===== src/rtl/svc_axi_arbiter_rd.sv =====
// ============================================================================
// Module   : svc_axi_arbiter_rd
// Purpose  : Round-robin, per-burst arbiter sharing one downstream AXI read
//            port among NUM_M upstream read masters (IDs pass through).
// Revision : 1.0 - initial release
// ============================================================================
`timescale 1ns/1ps
`default_nettype none

module svc_axi_arbiter_rd #(
   parameter int NUM_M          = 2,
   parameter int AXI_ADDR_WIDTH = 20,
   parameter int AXI_DATA_WIDTH = 16,
   parameter int AXI_ID_WIDTH   = 4
) (
   input  logic                             clk,
   input  logic                             rst,

   input  logic [NUM_M-1:0]                 s_axi_arvalid,
   input  logic [NUM_M*AXI_ID_WIDTH-1:0]    s_axi_arid,
   input  logic [NUM_M*AXI_ADDR_WIDTH-1:0]  s_axi_araddr,
   input  logic [NUM_M*8-1:0]               s_axi_arlen,
   input  logic [NUM_M*3-1:0]               s_axi_arsize,
   input  logic [NUM_M*2-1:0]               s_axi_arburst,
   output logic [NUM_M-1:0]                 s_axi_arready,

   output logic [NUM_M-1:0]                 s_axi_rvalid,
   output logic [AXI_ID_WIDTH-1:0]          s_axi_rid,
   output logic [AXI_DATA_WIDTH-1:0]        s_axi_rdata,
   output logic [1:0]                       s_axi_rresp,
   output logic                             s_axi_rlast,
   input  logic [NUM_M-1:0]                 s_axi_rready,

   output logic                             m_axi_arvalid,
   output logic [AXI_ID_WIDTH-1:0]          m_axi_arid,
   output logic [AXI_ADDR_WIDTH-1:0]        m_axi_araddr,
   output logic [7:0]                       m_axi_arlen,
   output logic [2:0]                       m_axi_arsize,
   output logic [1:0]                       m_axi_arburst,
   input  logic                             m_axi_arready,

   input  logic                             m_axi_rvalid,
   input  logic [AXI_ID_WIDTH-1:0]          m_axi_rid,
   input  logic [AXI_DATA_WIDTH-1:0]        m_axi_rdata,
   input  logic [1:0]                       m_axi_rresp,
   input  logic                             m_axi_rlast,
   output logic                             m_axi_rready
);

   localparam int c_GW = $clog2(NUM_M);
   localparam int c_AW = AXI_ADDR_WIDTH;
   localparam int c_IW = AXI_ID_WIDTH;

   typedef enum logic [1:0] {
      ST_IDLE = 2'd0,
      ST_ADDR = 2'd1,
      ST_DATA = 2'd2
   } state_t;

   state_t            r_state;
   logic [c_GW-1:0]   r_grant;
   logic [c_GW-1:0]   r_last_grant;

   logic [c_GW-1:0]   w_pick;
   logic [c_GW-1:0]   w_cand;
   logic              w_found;

   logic [c_IW-1:0]   w_arid    [NUM_M];
   logic [c_AW-1:0]   w_araddr  [NUM_M];
   logic [7:0]        w_arlen   [NUM_M];
   logic [2:0]        w_arsize  [NUM_M];
   logic [1:0]        w_arburst [NUM_M];

   for (genvar gi = 0; gi < NUM_M; gi++) begin : g_unpack
      assign w_arid[gi]    = s_axi_arid[gi*c_IW +: c_IW];
      assign w_araddr[gi]  = s_axi_araddr[gi*c_AW +: c_AW];
      assign w_arlen[gi]   = s_axi_arlen[gi*8 +: 8];
      assign w_arsize[gi]  = s_axi_arsize[gi*3 +: 3];
      assign w_arburst[gi] = s_axi_arburst[gi*2 +: 2];
   end

   // Scan from the master after the last one served, wrapping, so the most
   // recently served master is considered last.
   always_comb begin
      w_pick  = r_last_grant;
      w_cand  = '0;
      w_found = 1'b0;
      for (int k = 1; k <= NUM_M; k++) begin
         w_cand = c_GW'((int'(r_last_grant) + k) % NUM_M);
         if (!w_found && s_axi_arvalid[w_cand]) begin
            w_pick  = w_cand;
            w_found = 1'b1;
         end
      end
   end

   always_ff @(posedge clk) begin
      if (rst) begin
         r_state      <= ST_IDLE;
         r_grant      <= '0;
         r_last_grant <= c_GW'(NUM_M - 1);
      end else begin
         case (r_state)
            ST_IDLE: begin
               if (w_found) begin
                  r_grant <= w_pick;
                  r_state <= ST_ADDR;
               end
            end
            ST_ADDR: begin
               if (m_axi_arvalid && m_axi_arready) begin
                  r_state <= ST_DATA;
               end
            end
            ST_DATA: begin
               if (m_axi_rvalid && m_axi_rready && m_axi_rlast) begin
                  r_last_grant <= r_grant;
                  r_state      <= ST_IDLE;
               end
            end
            default: r_state <= ST_IDLE;
         endcase
      end
   end

   // Handshake steering: only the granted master sees ready/valid, and only
   // in the phase that owns that channel.
   always_comb begin
      m_axi_arvalid = 1'b0;
      s_axi_arready = '0;
      s_axi_rvalid  = '0;
      m_axi_rready  = 1'b0;
      if (r_state == ST_ADDR) begin
         m_axi_arvalid          = s_axi_arvalid[r_grant];
         s_axi_arready[r_grant] = m_axi_arready;
      end
      if (r_state == ST_DATA) begin
         s_axi_rvalid[r_grant] = m_axi_rvalid;
         m_axi_rready          = s_axi_rready[r_grant];
      end
   end

   assign m_axi_arid    = w_arid[r_grant];
   assign m_axi_araddr  = w_araddr[r_grant];
   assign m_axi_arlen   = w_arlen[r_grant];
   assign m_axi_arsize  = w_arsize[r_grant];
   assign m_axi_arburst = w_arburst[r_grant];

   assign s_axi_rid     = m_axi_rid;
   assign s_axi_rdata   = m_axi_rdata;
   assign s_axi_rresp   = m_axi_rresp;
   assign s_axi_rlast   = m_axi_rlast;

endmodule

`default_nettype wire


===== config.mk =====
export PLATFORM = sky130hd
export DESIGN_NAME = svc_axi_arbiter_rd
export DESIGN_NICKNAME = d
export VERILOG_FILES = /design/src/rtl/svc_axi_arbiter_rd.sv
export SDC_FILE = /design/constraint.sdc
export NUM_CORES = 1
export LEC_CHECK = 0
export ABC_AREA = 1
export BUFFER_PORTS_ARGS = -buffer_cell sky130_fd_sc_hd__clkbuf_2
export CAP_MARGIN = 10
export CORE_ASPECT_RATIO = 0.9
export CORE_MARGIN = 3
export CORE_UTILIZATION = 26
export DETAILED_ROUTE_END_ITERATION = 10
export GPL_TIMING_DRIVEN = 0
export PLACE_DENSITY = 0.8
export SLEW_MARGIN = 20
export SYNTH_ARGS = -nofsm -noshare
export SYNTH_HDL_FRONTEND = slang
export SYNTH_SLANG_ARGS = --single-unit

===== constraint.sdc =====
create_clock -name clk -period 1 [get_ports clk]
set_input_delay 0.05 -clock clk [delete_from_list [all_inputs] [get_ports clk]]
set_output_delay 0.05 -clock clk [all_outputs]
set_load 0.02 [all_outputs]

Word level (Yosys, flattened, before mapping)
Index checks and enable logic that the tools add are counted.
W data, S select, Z words.
{"block": "word_totals", "inputBits": 105, "latch_bits": 0, "mem_bits_ro": 0, "regBits": 4, "ramBits": 0, "memories": 0, "out_inout_bits": 66, "wordCells": 65}
{"block": "op_classes", "mul": 0, "bitwise_logic": 3, "n_eq_ne": 5, "order_cmp": 5, "div_mod_pow": 0, "mux": 37, "n_shift": 0, "add_sub_neg": 2, "reduce_logical": 10}
{"cell": "$mux W20", "count": 3}
{"cell": "$mux W8", "count": 3}
{"cell": "$mux W2", "count": 8}
{"cell": "$mux W1", "count": 15}
{"cell": "$mux W4", "count": 3}
{"cell": "$mux W3", "count": 3}
{"cell": "$lt A1 B2 Y1 const B", "count": 3}
{"cell": "$ne A2 B2 Y1 const B", "count": 3}
{"cell": "$pmux W2 S3", "count": 1}
{"cell": "$logic_and A1 B1 Y1", "count": 5}
{"cell": "$and A2 B2 Y2", "count": 2}
{"cell": "$reduce_and A2 Y1", "count": 2}
{"cell": "$reduce_and A3 Y1", "count": 1}
{"cell": "$add A1 B1 Y1 const B", "count": 2}
{"cell": "$eq A2 B1 Y1 const B", "count": 1}
{"cell": "$eq A2 B2 Y1 const B", "count": 1}
{"cell": "$ge A2 B2 Y1 const B", "count": 1}
{"cell": "$logic_not A2 Y1", "count": 1}
{"cell": "$not A1 Y2", "count": 1}
{"cell": "$demux W1 S1", "count": 1}
{"cell": "$ge A1 B1 Y1 const B", "count": 1}
{"cell": "$logic_not A1 Y1", "count": 1}

Logic depth before layout (Yosys ltp)
{"block": "depth", "depth_word": 9, "mapped_depth": 8, "mapped_depth_nobuf": 7}

Worst setup path after synthesis
OpenSTA, ideal clock, no wires.
{"block": "synth_path", "path_kind": "register -> output", "start": "reg r_grant", "end": "out s_axi_arready[1]", "required_ps": 950, "arrival_time_ps": 1097, "n_path_buf": 2, "stages_incl_launch_ff": 5, "slack_ps": -147, "cell_sequence": "dfxtp_1 > buf_6 > inv_6 > buf_6 > nor3_1"}
{"block": "synth_via", "elab_chain_len": 6, "word_cells_on_any_way": 7, "classes_between": "2 x order compare; 3 x mux; 1 x bitwise; 1 x reduce/logical"}
{"item": "start, declared", "line": "61", "text": "logic [c_GW-1:0] r_grant;"}
{"item": "start signal, assigned", "line": "106", "text": "r_grant <= w_pick;"}
{"item": "$lt A1 B2 Y1 (not written as such) / $ge A1 B1 Y1 (equally long branches)", "line": "135", "text": "s_axi_arready[r_grant] = m_axi_arready;"}
{"item": "$logic_and A1 B1 Y1 (not written as such)", "line": "135"}
{"item": "$mux W1 (not written as such)", "line": "135"}
{"item": "$demux W1 S1 *", "line": "135"}
{"item": "$and A2 B2 Y2 (no line) *"}
{"item": "$mux W2 *", "line": "133", "text": "if (r_state == ST_ADDR) begin"}
{"item": "end, declared", "line": "25", "text": "output logic [NUM_M-1:0] s_axi_arready,"}
Every way passes the cells marked *; elsewhere a longest branch is shown, timed or not.

Worst setup path in the final report
{"block": "layout_path", "start": "reg r_grant", "end": "out m_axi_araddr[10]"}
{"block": "layout_via", "elab_chain_len": 4}
{"item": "$not A1 Y2 (not written as such)", "line": "144", "text": "assign m_axi_araddr = w_araddr[r_grant];"}
{"item": "$mux W20 (not written as such) (3 in series)", "line": "144"}
{"item": "end, declared", "line": "36", "text": "output logic [AXI_ADDR_WIDTH-1:0] m_axi_araddr,"}
No other way between the ends. The select of a mux whose other input is x is not followed.

==> summary.txt <==
Run status
  • Status: finished, violations left
  • Failing checks: negative setup slack

Routing
  • Wire length per cell after detailed routing: 12.7 µm
  • Residual DRC: 0
  • Drt first-iter violations: 47
  • Vias: 1691
  • Drt total wl: 4970 µm
  • Detail Route Antenna Nets: 0
  • Vias/cell: 4.32
  • DRT Pass-1 Iters: 4

Final layout
  • P&R area growth vs syn: 163%
  • Ant diodes: 0
  • Final core occ: 0.755
  • Fraction of layout cells with a size suffix above 1: 0.722
  • Fillers: 251
  • NumNets Final: 456

Pwr
  • Peak VDD IR: 0.888 mV
  • Power Density: 801 nW/µm²
  • Post-layout power: 1960 µW
  • Leak pwr: 0.00149 µW

Global routing
  • Total congestion overflow: 0
  • GRT Total Usage: 0.199
  • First-pass GRT wire length: 6870 µm
  • Pin count of the biggest net entering global routing: 11
  • Initial antenna violation count: 0
  • Vias in the first global route: 1654

Clocking
  • Htree depth: 1
  • Root buffer cell: clkbuf_8
  • CTS Hold Bufs: 0
  • CTS Buf Count: 3
  • Clock Latency Late Sink: 0.22 ns
  • Clk sink count: 4
  • Clock slew at reported path FFs: 0.03 ns
  • Clk buf depth: 2
  • CTS tree: built

Yosys
  • Yosys warns: 0
  • Synth async-reset ratio: 0
  • Commonest cells in the netlist: nand2_1, buf_4, inv_1
  • Post-synthesis cell count: 188
  • Post-Syn Area: 928 µm²
  • Post-synth top area share: 0.481
  • Dominant cell type by area after synthesis: nand2_1
  • Count leader, synth: nand2_1
  • Syn_nets: 293
  • Synth Register Bits: 4
  • Cell variety after synth: 16
  • Avg Synthesized Cell Area: 4.94 µm²
  • Post-synth EDFFs: 0
  • Largest cells by area after synthesis: nand2_1, buf_4, dfxtp_1, buf_6, inv_1
  • Post-synthesis sequential area ratio: 0.0863
  • Main synth FF type: dfxtp_1

Floorplanning
  • Die Y: 62.7 µm
  • Die area: 4320 µm²
  • FP Rows: 19
  • Core area: 3230 µm²
  • DIE WIDTH: 69.0 µm
  • Total I/O pin count: 171
  • Starting Density: 0.287

Timing
  • RSZ-0062 raised after global routing: true
  • Setup TNS: -8.53 ns
  • Final min period: 1.26 ns
  • Clock skew: 0.00108 ns
  • Max Slew Vio Count: 0
  • Least-Margin Pin Slew: 0.314 ns
  • Worst Slack Setup Final: -0.263 ns
  • Final hold slack: 0.0374 ns
  • Slew HR: 0.789
  • Setup-failing EPs final: 47
  • Fmax: 0.792 GHz
  • Fin. Hold Viols: 0
  • Tcrit/Tclk final: 1.26

Hold path
  • Class of the worst hold path: in2reg

Placement
  • Worst slack at placement: -0.0979 ns
  • DPL Wire Length: 3570 µm
  • IO Port Bufs: 148
  • GPL Wtd Cong: 0.805

Critical path
  • CP max FO: 6
  • Worst path bufs/invs: 4
  • CP Launch Type: flip-flop
  • CP Cell Sequence: clkinv_8, buf_8, buf_8, nand2_2, nand2_2, buf_8
  • CP max stage delay: 0.39 ns
  • Setup Crit Path Kind: reg2out
  • Crit path max-delay cell type: dfxtp_4
  • Critical Path RT: 0.95 ns
  • Crit end category: output port
  • Cell family with most CP delay: buffers and inverters
  • Crit path DAT: 1.21 ns
  • Most common cell on crit path: buf_8

Job
  • Max Cap Viol: 0
## through the flow
stage               instance area, µm²  std cells
floorplan                          938        188
global placement                  1730        378
detailed placement                1730        378
CTS                               2120        387
global route                      2440        391
finish                            2440        391
## path summary, 6_finish.rpt
kind,startpoint,slack [ns],to,cells past startpoint
worst max-delay path,r_grant,-0.26,m_axi_araddr[10],6
worst min-delay path,rst,0.04,r_grant,2
worst max register to register,r_grant,-0.14,r_state[1],8
worst min register to register,r_last_grant,0.48,r_last_grant,2
## power breakdown
part / internal, µW / switching [µW]
Combinational: 702 / 730
Sequential: 171 / 15.9
Clock: 256 / 81.5
## cells in the final DEF, fill, tap and decap left out, drive strengths merged
cell and count:
clkbuf 123, dfxtp 4, nor2 7, nor3 4, a21oi 4, nand4 1
buf 70, nand3 2, nand2 123, clkinv 1, nand3b 1, o21ai 1
inv 8
## logic make-up after synthesis
| family | count (synthesis) | synth area share |
|---|---|---|
| AO/OA/AOI/OAI | 5 | 0.0310 |
| buffers and inverters | 41 | 0.299 |
| flip-flops | 4 | 0.0863 |
| AND/OR/NAND/NOR | 138 | 0.584 |
## repair_timing
item | in CTS | in global routing
resized for setup | 71 | 115
gates cloned | 3 | 1
pin swaps | 11 | 17
setup buffers | 3 | 4
setup endpoints to repair | 43 | 47
## per-layer routing
layer,vias up,global-route usage,wire (µm)
met2,88,0.400,2920
met5,-,0,0
met1,728,0.185,1500
met3,8,0.0594,508
met4,0,0.0462,49
li1,867,-,-
## registers in the layout (all words and copies together), names as in the netlist
| signal | count |
|---|---|
| r_grant | 1 |
| r_last_grant | 1 |
| r_state | 2 |
## layout make-up
cell class	count	area (µm²)	area share
repair buffers	159	1140	0.465
clock buffers	3	41.3	0.0169
flip-flops and latches	4	86.3	0.0353
well taps	42	52.6	0.0215
inverters	9	48.8	0.0200
multi-input cells	143	805	0.329
plain buffers	31	273	0.112
(Power assumes the default switching activity.)
